### src/rtl/time_set_ctrl.sv
// Time/alarm calibration controller: tracks the running BCD clock, edits time or alarm fields
// with step/auto-repeat keys, and strobes cal_load on exit. Define TIME_SET_12H_EN for 12h hours.
module time_set_ctrl #(
  parameter logic [31:0] HOLD_CYCLES   = 32'd50_000_000,
  parameter logic [31:0] REPEAT_CYCLES = 32'd10_000_000,
  parameter logic [7:0]  ALM_HR_RST    = 8'h07,
  parameter logic [7:0]  ALM_MN_RST    = 8'h00
) (
  input  logic       clk,
  input  logic       rst_n,
  input  logic       set_mod,
  input  logic       set_alarm,
  input  logic       set_location,
  input  logic       time_add,
  input  logic       time_sub,
  input  logic [7:0] hr,
  input  logic [7:0] mn,
  input  logic [7:0] sd,
  output logic [7:0] hr_cal,
  output logic [7:0] mn_cal,
  output logic [7:0] sd_cal,
  output logic [7:0] alm_hr,
  output logic [7:0] alm_mn,
  output logic [1:0] option_location,
  output logic       edit_alarm,
  output logic       cal_load,
`ifdef TIME_SET_12H_EN
  output logic       pm,
  output logic       alm_pm,
  output logic [7:0] hr_cal_24,
`endif
  output logic       dbg_state_o
);

  typedef enum logic {
    ST_TRACK = 1'b0,
    ST_EDIT  = 1'b1
  } state_e;

  localparam logic [1:0] OPT_NONE = 2'd0;
  localparam logic [1:0] OPT_SEC  = 2'd1;
  localparam logic [1:0] OPT_MIN  = 2'd2;
  localparam logic [1:0] OPT_HR   = 2'd3;

  function automatic logic [7:0] bcd_up(input logic [7:0] x);
    if (x[3:0] == 4'h9) return {x[7:4] + 4'h1, 4'h0};
    return {x[7:4], x[3:0] + 4'h1};
  endfunction

  function automatic logic [7:0] bcd_dn(input logic [7:0] x);
    if (x[3:0] == 4'h0) return {x[7:4] - 4'h1, 4'h9};
    return {x[7:4], x[3:0] - 4'h1};
  endfunction

  function automatic logic [7:0] ms_step(input logic [7:0] x, input logic up);
    if (up) return (x == 8'h59) ? 8'h00 : bcd_up(x);
    return (x == 8'h00) ? 8'h59 : bcd_dn(x);
  endfunction

  function automatic logic [7:0] hr_step(input logic [7:0] x, input logic up);
`ifdef TIME_SET_12H_EN
    if (up) return (x == 8'h12) ? 8'h01 : bcd_up(x);
    return (x == 8'h01) ? 8'h12 : bcd_dn(x);
`else
    if (up) return (x == 8'h23) ? 8'h00 : bcd_up(x);
    return (x == 8'h00) ? 8'h23 : bcd_dn(x);
`endif
  endfunction

  function automatic logic [1:0] next_field(input logic [1:0] opt, input logic alarm);
    if (alarm) return (opt == OPT_MIN) ? OPT_HR : OPT_MIN;
    return (opt == OPT_HR) ? OPT_SEC : opt + 2'd1;
  endfunction

`ifdef TIME_SET_12H_EN
  // AM/PM flips when crossing the 11 <-> 12 boundary in either direction.
  function automatic logic hr_pm_flip(input logic [7:0] x, input logic up);
    return up ? (x == 8'h11) : (x == 8'h12);
  endfunction

  function automatic logic [4:0] bcd2bin(input logic [7:0] x);
    return 5'(x[7:4]) * 5'd10 + 5'(x[3:0]);
  endfunction

  function automatic logic [7:0] bin2bcd(input logic [4:0] b);
    if (b >= 5'd20) return {4'd2, 4'(b - 5'd20)};
    if (b >= 5'd10) return {4'd1, 4'(b - 5'd10)};
    return {4'd0, 4'(b)};
  endfunction

  function automatic logic [8:0] to_12h(input logic [7:0] x);
    logic [4:0] h;
    h = bcd2bin(x);
    if (h == 5'd0)  return {1'b0, 8'h12};
    if (h < 5'd12)  return {1'b0, bin2bcd(h)};
    if (h == 5'd12) return {1'b1, 8'h12};
    return {1'b1, bin2bcd(h - 5'd12)};
  endfunction

  function automatic logic [7:0] to_24h(input logic [7:0] x, input logic is_pm);
    logic [4:0] h;
    h = bcd2bin(x);
    if (is_pm) return (h == 5'd12) ? 8'h12 : bin2bcd(h + 5'd12);
    return (h == 5'd12) ? 8'h00 : bin2bcd(h);
  endfunction
`endif

  state_e      state_q, state_d;
  logic [7:0]  hr_cal_q, hr_cal_d, mn_cal_q, mn_cal_d, sd_cal_q, sd_cal_d;
  logic [7:0]  alm_hr_q, alm_hr_d, alm_mn_q, alm_mn_d;
  logic [1:0]  opt_q, opt_d;
  logic        ea_q, ea_d;
  logic        dirty_q, dirty_d;
  logic        load_q, load_d;
  logic        mod_q, loc_q, add_q, sub_q;
  logic [31:0] cnt_q, cnt_d;
  logic        rep_q, rep_d;
`ifdef TIME_SET_12H_EN
  logic        pm_q, pm_d, alm_pm_q, alm_pm_d;
`endif

  logic        mod_rise, mod_fall, loc_rise, add_rise, sub_rise;
  logic        key_act, step, step_up;
  logic [31:0] target;

  assign mod_rise = set_mod & ~mod_q;
  assign mod_fall = ~set_mod & mod_q;
  assign loc_rise = set_location & ~loc_q;
  assign add_rise = time_add & ~add_q;
  assign sub_rise = time_sub & ~sub_q;

  // Exactly one of add/sub held counts as an active key; both together is a no-op.
  assign key_act = time_add ^ time_sub;
  assign step_up = time_add;
  assign target  = rep_q ? REPEAT_CYCLES : HOLD_CYCLES;

  // cnt_q counts cycles since the last step; zero means no repeat sequence is running.
  always_comb begin
    step  = 1'b0;
    cnt_d = cnt_q;
    rep_d = rep_q;
    if (!key_act) begin
      cnt_d = 32'd0;
      rep_d = 1'b0;
    end else if (add_rise | sub_rise) begin
      step  = 1'b1;
      cnt_d = 32'd1;
      rep_d = 1'b0;
    end else if (cnt_q != 32'd0) begin
      if (cnt_q == target) begin
        step  = 1'b1;
        cnt_d = 32'd1;
        rep_d = 1'b1;
      end else begin
        cnt_d = cnt_q + 32'd1;
      end
    end
  end

  always_ff @(posedge clk) begin
    if (!rst_n) state_q <= ST_TRACK;
    else        state_q <= state_d;
  end

  always_comb begin
    state_d = state_q;
    case (state_q)
      ST_TRACK: if (mod_rise) state_d = ST_EDIT;
      ST_EDIT:  if (mod_fall) state_d = ST_TRACK;
      default:  state_d = ST_TRACK;
    endcase
  end

  // cal_load is a bare one-cycle strobe with no back-pressure: the counter must take it when seen.
  always_comb begin
    hr_cal_d = hr_cal_q;
    mn_cal_d = mn_cal_q;
    sd_cal_d = sd_cal_q;
    alm_hr_d = alm_hr_q;
    alm_mn_d = alm_mn_q;
    opt_d    = opt_q;
    ea_d     = ea_q;
    dirty_d  = dirty_q;
    load_d   = 1'b0;
`ifdef TIME_SET_12H_EN
    pm_d     = pm_q;
    alm_pm_d = alm_pm_q;
`endif
    case (state_q)
      ST_TRACK: begin
`ifdef TIME_SET_12H_EN
        {pm_d, hr_cal_d} = to_12h(hr);
`else
        hr_cal_d = hr;
`endif
        mn_cal_d = mn;
        sd_cal_d = sd;
        if (mod_rise) begin
          ea_d    = set_alarm;
          opt_d   = set_alarm ? OPT_MIN : OPT_SEC;
          dirty_d = 1'b0;
        end
      end
      ST_EDIT: begin
        // The step uses the registered field, so a simultaneous location change lands next cycle.
        if (step) begin
          case (opt_q)
            OPT_SEC: begin
              if (!ea_q) begin
                sd_cal_d = ms_step(sd_cal_q, step_up);
                dirty_d  = 1'b1;
              end
            end
            OPT_MIN: begin
              if (ea_q) begin
                alm_mn_d = ms_step(alm_mn_q, step_up);
              end else begin
                mn_cal_d = ms_step(mn_cal_q, step_up);
                dirty_d  = 1'b1;
              end
            end
            OPT_HR: begin
              if (ea_q) begin
                alm_hr_d = hr_step(alm_hr_q, step_up);
`ifdef TIME_SET_12H_EN
                alm_pm_d = alm_pm_q ^ hr_pm_flip(alm_hr_q, step_up);
`endif
              end else begin
                hr_cal_d = hr_step(hr_cal_q, step_up);
`ifdef TIME_SET_12H_EN
                pm_d     = pm_q ^ hr_pm_flip(hr_cal_q, step_up);
`endif
                dirty_d  = 1'b1;
              end
            end
            default: ;
          endcase
        end
        if (loc_rise) opt_d = next_field(opt_q, ea_q);
        if (mod_fall) begin
          opt_d  = OPT_NONE;
          ea_d   = 1'b0;
          load_d = dirty_d;
        end
      end
      default: ;
    endcase
  end

  always_ff @(posedge clk) begin
    if (!rst_n) begin
      hr_cal_q <= 8'h00;
      mn_cal_q <= 8'h00;
      sd_cal_q <= 8'h00;
      alm_hr_q <= ALM_HR_RST;
      alm_mn_q <= ALM_MN_RST;
      opt_q    <= OPT_NONE;
      ea_q     <= 1'b0;
      dirty_q  <= 1'b0;
      load_q   <= 1'b0;
      mod_q    <= 1'b0;
      loc_q    <= 1'b0;
      add_q    <= 1'b0;
      sub_q    <= 1'b0;
      cnt_q    <= 32'd0;
      rep_q    <= 1'b0;
`ifdef TIME_SET_12H_EN
      pm_q     <= 1'b0;
      alm_pm_q <= 1'b0;
`endif
    end else begin
      hr_cal_q <= hr_cal_d;
      mn_cal_q <= mn_cal_d;
      sd_cal_q <= sd_cal_d;
      alm_hr_q <= alm_hr_d;
      alm_mn_q <= alm_mn_d;
      opt_q    <= opt_d;
      ea_q     <= ea_d;
      dirty_q  <= dirty_d;
      load_q   <= load_d;
      mod_q    <= set_mod;
      loc_q    <= set_location;
      add_q    <= time_add;
      sub_q    <= time_sub;
      cnt_q    <= cnt_d;
      rep_q    <= rep_d;
`ifdef TIME_SET_12H_EN
      pm_q     <= pm_d;
      alm_pm_q <= alm_pm_d;
`endif
    end
  end

  assign hr_cal          = hr_cal_q;
  assign mn_cal          = mn_cal_q;
  assign sd_cal          = sd_cal_q;
  assign alm_hr          = alm_hr_q;
  assign alm_mn          = alm_mn_q;
  assign option_location = opt_q;
  assign edit_alarm      = ea_q;
  assign cal_load        = load_q;
  assign dbg_state_o     = state_q;
`ifdef TIME_SET_12H_EN
  assign pm        = pm_q;
  assign alm_pm    = alm_pm_q;
  assign hr_cal_24 = to_24h(hr_cal_q, pm_q);
`endif

endmodule
### config.mk
export PLATFORM = sky130hd
export DESIGN_NAME = time_set_ctrl
export DESIGN_NICKNAME = d
export VERILOG_FILES = /design/src/rtl/time_set_ctrl.sv
export SDC_FILE = /design/constraint.sdc
export NUM_CORES = 1
export LEC_CHECK = 0
export ABC_AREA = 1
export ABC_CLOCK_PERIOD_IN_PS = 1800
export BUFFER_PORTS_ARGS = -buffer_cell sky130_fd_sc_hd__buf_2
export CAP_MARGIN = 15
export CELL_PAD_IN_SITES_DETAIL_PLACEMENT = 1
export CELL_PAD_IN_SITES_GLOBAL_PLACEMENT = 1
export CORE_UTILIZATION = 25
export CTS_BUF_LIST = sky130_fd_sc_hd__clkbuf_4
export CTS_CLUSTER_SIZE = 25
export DETAILED_ROUTE_END_ITERATION = 12
export GPL_TIMING_DRIVEN = 0
export PLACE_DENSITY = 0.67
export SLEW_MARGIN = 10
export SYNTH_ARGS = -nofsm -noshare
export SYNTH_HDL_FRONTEND = slang
export SYNTH_SLANG_ARGS = --single-unit
### constraint.sdc
create_clock -name clk -period 1.8 [get_ports clk]
set_input_delay 0.09 -clock clk [delete_from_list [all_inputs] [get_ports clk]]
set_output_delay 0.09 -clock clk [all_outputs]
set_load 0.005 [all_outputs]
# After elaboration in Yosys (flattened, before gate mapping)
# Index checks and enable logic that the tools add are counted.
word_totals:
  inputBits: 31
  out_inout_bits: 45
  ff_bits: 83
  elab_cells: 281
op_classes:
  n_eq_ne: 30
  n_reduce_logical: 31
  n_bitwise: 15
  muxes: 161
  addsub: 22
ops:
  columns: ["cell", "n"]
  rows:
  - ["two-way mux 8 bit", 49]
  - ["two-way mux 1 bit", 96]
  - ["case mux 8 bit (2 select lines)", 3]
  - ["adder 4 x 1 -> 4 bit (second input constant)", 10]
  - ["logical NOT 8 bit", 5]
  - ["subtractor 4 x 1 -> 4 bit (second input constant)", 10]
  - ["adder 32 x 1 -> 32 bit (second input constant)", 1]
  - ["equality test 32 x 26 -> 1 bit", 1]
  - ["two-way mux 32 bit", 1]
  - ["nonzero test 32 bit", 1]
  - ["two-way mux 26 bit", 1]
  - ["equality test 8 x 7 -> 1 bit (second input constant)", 3]
  - ["equality test 4 bit (second input constant)", 5]
  - ["logical NOT 4 bit", 5]
  - ["equality test 8 x 6 -> 1 bit (second input constant)", 2]
  - ["inequality test 5 bit (second input constant)", 3]
  - ["AND reduction 5 bit", 3]
  - ["two-way mux 2 bit", 7]
  - ["inequality test 4 x 1 -> 1 bit (second input constant)", 3]
  - ["AND reduction 3 bit", 4]
  - ["AND reduction 6 bit", 2]
  - ["inequality test 2 x 1 -> 1 bit (second input constant)", 5]
  - ["inequality test 4 bit (second input constant)", 2]
  - ["inverter 1 bit", 8]
  - ["15 further kinds", 29]

# Logic depth before layout (Yosys ltp)
# Gate-level depths: netlist (run 1).
logic_depth:
  word_depth: 20
  ltp_mapped: 14
  depth_no_buf: 14

# Least setup slack after synthesis (run 1)
# Ideal clock, no wire load.
synth_path:
  path_type: "register to register"
  start: "register cnt_q[0]"
  end: "register cnt_q[28]"
  synth_period_minus_slack_ns: 1.736
  required_ns: 1.683
  setup_time_ns: 0.117
  arrival_ns: 1.619
  n_path_buf: 0
  path_slack_ns: 0.064
  stages_incl_launch_ff: 11
  cell_sequence: "dfxtp_1 -> ha_1 -> nand2_1 -> nor2_1 -> nand2_1 -> nor2_2 -> nand3_1 -> nor4_2 -> nand3_1 -> nor2_1 -> nor2_1"
synth_between:
  elab_chain_cells: 2
  elab_cells_between_ends: 4
  classes_between: "1 x add/sub; 1 x eq/ne; 1 x mux; 1 x reduce/logical"
synth_rtl:
  columns: ["element", "line", "text"]
  rows:
  - ["from (decl)", "116", "logic [31:0] cnt_q, cnt_d;"]
  - ["from (signal assigned)", "285", "cnt_q <= cnt_d;"]
  - ["adder 32 x 1 -> 32 bit or equality test 32 x 26 -> 1 bit (tied branches)", "155, 150", null]
  - ["two-way mux 32 bit", "150", "if (cnt_q == target) begin"]
# Parallel ways exist; a longest one is shown, timed or not.
# A chain may end at the register's enable or synchronous reset.

# Worst setup path in the final report (run 1)
layout_path:
  start: "register cnt_q[0]"
  end: "register hr_cal_q[2], in the netlist hr_cal[2]"
layout_between:
  elab_chain_cells: 7
  elab_cells_between_ends: 8
  classes_between: "2 x eq/ne; 4 x mux; 2 x reduce/logical"
layout_rtl:
  columns: ["element", "line", "text"]
  rows:
  - ["equality test 32 x 26 -> 1 bit", "150", null]
  - ["two-way mux 1 bit", "150", null]
  - ["two-way mux 1 bit (*)", "149", "end else if (cnt_q != 32'd0) begin"]
  - ["two-way mux 1 bit (*)", "145", "end else if (add_rise | sub_rise) begin"]
  - ["two-way mux 1 bit (*)", "142", "if (!key_act) begin"]
  - ["inequality test 2 x 1 -> 1 bit (no line) (*)", null, null]
  - ["AND reduction 3 bit (no line) (*)", null, null]
  - ["to (signal assigned)", "272", "hr_cal_q <= hr_cal_d;"]
  - ["to (decl)", "109", "logic [7:0] hr_cal_q, hr_cal_d, mn_cal_q, mn_cal_d, sd_cal_q, sd_cal_d;"]
# Every way passes the cells marked *; elsewhere a longest branch is shown, timed or not.

==> reports/qor.csv, run 1 <==
stage;metric;value;unit
setup_path;start_kind;flip-flop;
setup_path;worst_path_max_delay_cell;sky130_fd_sc_hd__dfxtp_4;
synth;yosys_warnings;0;
floorplanning;design.die.area;23600;µm²
placement;port-buffer-count;74;
layout;filler_cell_count;2878;
synth;synth-edff-count;0;
layout;finish.net_count;1104;
sta;hold_slack;0.102;ns
sta;relSlewSlack;51.6;%
power;worst_ir_drop_vdd;0.000289;V
route;wire_per_inst;15.0;µm
sta;period_needed;1.96;ns
synth;yosys.cell_types.count;48;
setup_path;timing_worst_setup_path_type;reg2reg;
floorplanning;floorplan.initialDensity;25.4;%
route;drt_first_iter_violations;199;
sta;max_slew.worst_pin.slew;0.726;ns
setup_path;timing.critical_path.slowest_cell_delay;0.40;ns
layout;design_area;7820;µm²
power;sequentialPowerShare;46.1;%
synth;async_flop_share;0;%
layout;layout_commonest_cell;sky130_fd_sc_hd__nand2_1;
clock_network;clock_latency;0.47;ns
clock_network;clockRootBuffer;sky130_fd_sc_hd__clkbuf_4;
route;detailroute.via_count;6345;
global_route;groute.usage.overall;17.0;%
synth;synthCells;885;
synth;synthesis.area_per_instance;6.49;µm²
layout;fraction_of_layout_instances_using_a_drive_strength_above_1;26.1;%
sta;unrepaired_setup_endpoints_after_global_routing;true;
setup_path;cp_arrival;2.36;ns
placement;finalWeightedCongestion;0.812;
sta;totalNegativeSetupSlack;-5.49;ns
power;total_switching_power;1.58;mW
floorplanning;floorplan.die.width;154;µm
sta;layout_setup_ws;-0.156;ns
run_status;violations;negative setup slack;
floorplanning;io-pin-count;76;
floorplanning;num_rows;55;
clock_network;clk_pin_slew;0.17;ns
synth;seq_area_frac_synth;29.0;%
floorplanning;core_area;22600;µm²
route;ant_nets;0;
layout;area_delta_synth_final;36.3;%
clock_network;cts_tree;yes;
setup_path;path_max_fanout;5;
floorplanning;floorplan.die.height;154;µm
setup_path;cp-end-kind;flip-flop;
sta;fin_skew;0.0338;ns
synth;postSynthNetCount;950;
run;maxCapViolations;0;
synth;syn-cell-area;5740;µm²
setup_path;critical-path-top-delay-family;simple AND/OR/NAND/NOR gates;
clock_network;cts_num_sinks;83;
layout;layout_common_cells;153 x sky130_fd_sc_hd__nand2_1, 119 x sky130_fd_sc_hd__nor2_1, 105 x sky130_fd_sc_hd__inv_1, 75 x sky130_fd_sc_hd__buf_2, 67 x sky130_fd_sc_hd__dfxtp_1;
route;drc;0;
sta;finalHoldViolCount;0;
route;viasPerCell;4.77;
setup_path;critical_path.cell_chain;inv_4 > ha_4 > nand2_2 > nor2_2 > nand3_1 > nor2_2 > nand2_2 > nand2_4 > nand4_1 > nand2_2 > buf_4 > o21ai_0 > nor2_1;
global_route;grt_antenna_before_repair;1;
setup_path;cp_common_cell;sky130_fd_sc_hd__nand2_2;
sta;max_freq;0.511;GHz
route;detailed_router_iteration_count_before_antenna_repair;4;
power;power.share.clock;27.3;%
layout;final-instance-count-excl-fill;1330;
route;postRouteWirelength;19.9;mm
global_route;first_global_vias;6428;
placement;dpl-instance-area;6470;µm²
power;internal_power;2.84;mW
placement;placedCellCount;1244;
clock_network;cts.path.max_buffers;2;
placement;place_hpwl;14.0;mm
power;proportion_of_total_power_due_to_net_switching;35.7;%
synth;postSynthRegisterBits;83;
min_path;worst_hold_path_type;in2reg;
synth;synth_ff_type;sky130_fd_sc_hd__dfxtp_1;
power;pwr_density_cell;564;nW/µm²
power;combinational_cell_fraction_of_total_power;26.6;%
clock_network;clock_tree.htree_level_count;3;
global_route;grt_pass1_wl;32.2;mm
sta;final-setup-viol-count;63;
setup_path;worst-endpoint-required;2.21;ns
global_route;grt_overflow;0;
sta;min_period_over_period;109;%
power;leakage;3.45;nW
run_status;status;finished, violations left;
clock_network;cts_made_buffers;9;
sta;final-max-slew-violation-count;0;
setup_path;path_buf_inv;2;
layout;final_util;34.7;%
global_route;largest_net_degree_at_the_start_of_global_routing;16;
==> layout make-up <==
| cell class | count | area [µm²] | area share [%] |
|---|---|---|---|
| buffer | 21 | 134 | 1.71 |
| inverter | 120 | 470 | 6.01 |
| multi-input combinational | 661 | 4010 | 51.3 |
| clock inverter | 7 | 76.3 | 0.976 |
| antenna | 1 | 2.50 | 0.0320 |
| sequential | 83 | 1690 | 21.7 |
| tap | 285 | 357 | 4.56 |
| timing repair buffer | 143 | 1010 | 12.9 |
| clock buffer | 9 | 67.6 | 0.864 |
==> worst reg2reg max path, cell delays in order, from the launching register on <==
cell and delay (ns):
sky130_fd_sc_hd__dfxtp_4 0.40, sky130_fd_sc_hd__inv_4 0.06, sky130_fd_sc_hd__ha_4 0.14, sky130_fd_sc_hd__nand2_2 0.06
sky130_fd_sc_hd__nor2_2 0.09, sky130_fd_sc_hd__nand3_1 0.10, sky130_fd_sc_hd__nor2_2 0.10, sky130_fd_sc_hd__nand2_2 0.09
sky130_fd_sc_hd__nand2_4 0.11, sky130_fd_sc_hd__nand4_1 0.18, sky130_fd_sc_hd__nand2_2 0.18, sky130_fd_sc_hd__buf_4 0.17
sky130_fd_sc_hd__o21ai_0 0.08, sky130_fd_sc_hd__nor2_1 0.13
==> sequential cells by signal, indices dropped and copies added, names as in the netlist, 2 cells and up <==
signal and count:
cnt_q 32, hr_cal 8, mn_cal 8, option_location 2, alm_hr 8, alm_mn 8, sd_cal 8
==> stage by stage <==
| stage | power (mW) | setup slack [ns] |
|---|---|---|
| after global placement | 3.02 | -0.423 |
| after detailed placement | 3.03 | -0.409 |
| final | 4.41 | -0.156 |
| after CTS | 4.38 | -0.127 |
| after floorplan | 2.71 | 0.0642 |
| after global routing | 4.70 | -0.302 |
==> layer usage <==
layer / track usage [%] / routed length [µm] / vias up
li1: - / - / 3201
met1: 20.3 / 9020 / 3039
met2: 30.5 / 9950 / 80
met3: 3.30 / 577 / 25
met4: 5.05 / 376 / 0
met5: 0 / 0 / -
==> power groups by stage <==
stage               clock [mW]  sequential [mW]  combinational (mW)
finish                    1.21             2.03                1.17
global route              1.33             2.05                1.32
CTS                       1.26             2.04                1.09
detailed placement           0             2.08               0.956
global placement             0             2.07               0.947
floorplan                    0             2.05               0.652
==> kinds of logic (layout without fill, tap and decap cells) <==
family          Yosys count  count (layout)  share of synthesized area [%]
simple gates            435             435                           33.3
compound gates          156             156                           15.3
buf+inv                 141             300                           9.53
flops                    83              83                           29.0
xor+xnor                 36              36                           5.49
fa+ha+maj                34              34                           7.41
other cells               0               1                              0
==> path summary, 6_finish.rpt <==
check	start	end	slack (ns)	cells after the start
setup / recovery	cnt_q[0]	hr_cal[2]	-0.16	13
hold / removal	sd[3]	sd_cal[3]	0.10	7
setup reg to reg	cnt_q[0]	hr_cal[2]	-0.16	13
hold reg to reg	dirty_q	dirty_q	0.51	2
==> synth_stat cells (all sizes together) (2+ instances only) <==
| library cell | instances | share of area, % |
|---|---|---|
| a211oi | 5 | 0.65 |
| a21oi | 62 | 5.4 |
| a221oi | 5 | 0.76 |
| buf | 7 | 0.76 |
| clkbuf | 14 | 0.92 |
| dfxtp | 83 | 29 |
| ha | 34 | 7.4 |
| inv | 119 | 7.8 |
| nand2 | 178 | 12 |
| nand3 | 66 | 5.8 |
| nand4 | 17 | 1.9 |
| nor2 | 143 | 9.9 |
| nor3 | 17 | 1.8 |
| nor3b | 2 | 0.26 |
| nor4 | 8 | 0.98 |
| o211ai | 6 | 0.78 |
| o21a | 3 | 0.39 |
| o21ai | 57 | 5.0 |
| o21bai | 2 | 0.26 |
| o22ai | 5 | 0.55 |
| o31ai | 2 | 0.26 |
| or2 | 2 | 0.22 |
| xnor2 | 15 | 2.3 |
| xor2 | 21 | 3.2 |
==> timing repair <==
action                     in CTS  in global routing
setup endpoints to repair      66                 71
resized for setup              86                 99
buffers inserted               20                 19
hold endpoints to repair       25                  0
gates cloned                    3                  2
hold buffers                   25                  0
pin swaps                      14                 24
No activity file was read; power rests on OpenSTA's default activity.
==> inputs of run 2 (changes only) <==
Settings changed: RECOVER_POWER from default to 25.
==> run 2 against run 1 <==
Against the previous run: via count decreased by 0.14%; hold slack about the same; cell area decreased by 0.11%; sequential cell count unchanged; fmax about the same; highest routed layer unchanged; the run still ends with negative setup slack left; largest cell class unchanged; wire length about the same; final cell count unchanged; critical path type unchanged; combinational power about the same; largest power group unchanged; non-clock buffer count unchanged; global-route usage unchanged; register-to-register slack about the same.
==> reports/qor.csv, run 2 (synthesized netlist as in run 1, its figures left out) <==
stage;metric;value;unit
global_route;grt_antenna_before_repair;1;
global_route;groute.usage.overall;17.0;%
route;viasPerCell;4.76;
floorplanning;floorplan.initialDensity;25.4;%
global_route;grt_overflow;0;
route;wire_per_inst;15.0;µm
sta;final-setup-viol-count;63;
power;sequentialPowerShare;46.1;%
run;maxCapViolations;0;
layout;finish.net_count;1104;
layout;layout_common_cells;153 x sky130_fd_sc_hd__nand2_1, 119 x sky130_fd_sc_hd__nor2_1, 105 x sky130_fd_sc_hd__inv_1, 70 x sky130_fd_sc_hd__buf_2, 69 x sky130_fd_sc_hd__dfxtp_1;
sta;layout_setup_ws;-0.156;ns
min_path;worst_hold_path_type;in2reg;
clock_network;cts.path.max_buffers;2;
route;drc;0;
route;detailed_router_iteration_count_before_antenna_repair;4;
power;worst_ir_drop_vdd;0.000289;V
clock_network;clockRootBuffer;sky130_fd_sc_hd__clkbuf_4;
run_status;violations;negative setup slack;
layout;top_register_by_number_of_flip_flops;cnt_q;
power;total_switching_power;1.58;mW
floorplanning;floorplan.die.height;154;µm
floorplanning;floorplan.die.width;154;µm
global_route;largest_net_degree_at_the_start_of_global_routing;16;
clock_network;cts_num_sinks;83;
global_route;first_global_vias;6428;
run_status;status;finished, violations left;
setup_path;path_buf_inv;2;
layout;largest_register_ff_count;32;
setup_path;critical-path-top-delay-family;simple AND/OR/NAND/NOR gates;
setup_path;start_kind;flip-flop;
layout;design_area;7810;µm²
power;pwr_density_cell;564;nW/µm²
setup_path;critical_path.cell_chain;inv_4 > ha_4 > nand2_2 > nor2_2 > nand3_1 > nor2_2 > nand2_2 > nand2_4 > nand4_1 > nand2_2 > buf_4 > o21ai_0 > nor2_1;
clock_network;cts_made_buffers;9;
clock_network;clock_latency;0.47;ns
layout;final_util;34.6;%
setup_path;worst-endpoint-required;2.21;ns
clock_network;clock_tree.htree_level_count;3;
setup_path;cp_common_cell;sky130_fd_sc_hd__nand2_2;
power;proportion_of_total_power_due_to_net_switching;35.7;%
placement;placedCellCount;1244;
floorplanning;core_area;22600;µm²
power;internal_power;2.83;mW
layout;area_delta_synth_final;36.1;%
setup_path;path_max_fanout;5;
setup_path;cp-end-kind;flip-flop;
sta;max_freq;0.511;GHz
setup_path;worst_path_max_delay_cell;sky130_fd_sc_hd__dfxtp_4;
clock_network;clk_pin_slew;0.17;ns
setup_path;timing_worst_setup_path_type;reg2reg;
sta;final-max-slew-violation-count;0;
floorplanning;io-pin-count;76;
placement;port-buffer-count;74;
layout;layout_commonest_cell;sky130_fd_sc_hd__nand2_1;
sta;max_slew.worst_pin.slew;0.726;ns
route;ant_nets;0;
min_path;hold_path.startpoint;sd[3];
placement;dpl-instance-area;6470;µm²
sta;period_needed;1.96;ns
power;leakage;3.43;nW
setup_path;worstReg2RegStart;cnt_q[0];
power;power.share.clock;27.3;%
global_route;grt_pass1_wl;32.2;mm
setup_path;crit_start;cnt_q[0];
layout;fraction_of_layout_instances_using_a_drive_strength_above_1;25.4;%
layout;final-instance-count-excl-fill;1330;
placement;place_hpwl;14.0;mm
sta;relSlewSlack;51.6;%
floorplanning;num_rows;55;
clock_network;cts_tree;yes;
power;combinational_cell_fraction_of_total_power;26.6;%
route;detailroute.via_count;6336;
placement;finalWeightedCongestion;0.812;
sta;unrepaired_setup_endpoints_after_global_routing;true;
route;postRouteWirelength;19.9;mm
power;fin_total_pwr;4.41;mW
sta;min_period_over_period;109;%
setup_path;timing.critical_path.slowest_cell_delay;0.40;ns
route;drt_first_iter_violations;198;
floorplanning;design.die.area;23600;µm²
sta;fin_skew;0.0338;ns
setup_path;cp_arrival;2.36;ns
sta;finalHoldViolCount;0;
## run 2: changes by cell type in the layout (fill, tap and decap cells not counted), sizes merged
cell and change:
buf -5, clkbuf +5
## run 2: timing repair
action / CTS / global route
buffers inserted: 20 / 19
endpoints found under the setup margin: 66 / 71
gates cloned: 3 / 2
hold endpoints to repair: 25 / 0
pin swaps: 14 / 24
gates resized for setup: 86 / 99
hold buffers: 25 / 0
## run 2: path summary, 6_finish.rpt
kind / end / slack [ns] / cells past startpoint
worst min-delay path: sd_cal[3] / 0.10 / 7
worst max-delay path: hr_cal[2] / -0.16 / 13
worst min register to register: dirty_q / 0.51 / 2
worst max register to register: hr_cal[2] / -0.16 / 13
## run 2: area by class of cell
class | count | area [µm²]
timing repair buffer | 143 | 1000
tap | 285 | 357
inverter | 120 | 470
antenna | 1 | 2.50
clock buffer | 9 | 67.6
fill | 2876 | 14800
clock inverter | 7 | 76.3
multi-input combinational | 661 | 4010
buffer | 21 | 134
sequential | 83 | 1690
## run 2: power by group through the flow
stage / sequential [mW] / clock [mW] / combinational [mW]
6_report: 2.03 / 1.21 / 1.17
4_1_cts: 2.04 / 1.26 / 1.09
2_1_floorplan: 2.05 / 0 / 0.652
3_3_place_gp: 2.07 / 0 / 0.947
3_5_place_dp: 2.08 / 0 / 0.956
5_1_grt: 2.05 / 1.33 / 1.32
## run 2: worst min-delay path, stage by stage
cell and delay, ns:
sky130_fd_sc_hd__buf_2 0.08, sky130_fd_sc_hd__inv_1 0.03, sky130_fd_sc_hd__nor2_1 0.09, sky130_fd_sc_hd__nor4_1 0.06, sky130_fd_sc_hd__nand2_1 0.06, sky130_fd_sc_hd__nand2_1 0.05, sky130_fd_sc_hd__a21oi_2 0.08
## run 2: layer usage
metal  track usage [%]  share of wire (%)  vias up
li1                  -                  -     3202
met5                 0                  0        -
met4              5.05                1.9        0
met1              20.3                 45     3033
met2              30.5                 50       76
met3              3.30                2.9       25
## run 2: metrics by stage
stage | setup slack, ns | hold slack [ns] | setup TNS (ns)
6_report | -0.156 | 0.102 | -5.47
2_1_floorplan | 0.0642 | 0.183 | 0
3_3_place_gp | -0.423 | 0.283 | -9.86
4_1_cts | -0.127 | 0.0469 | -2.37
3_5_place_dp | -0.409 | 0.293 | -9.97
5_1_grt | -0.302 | 0.124 | -14.18
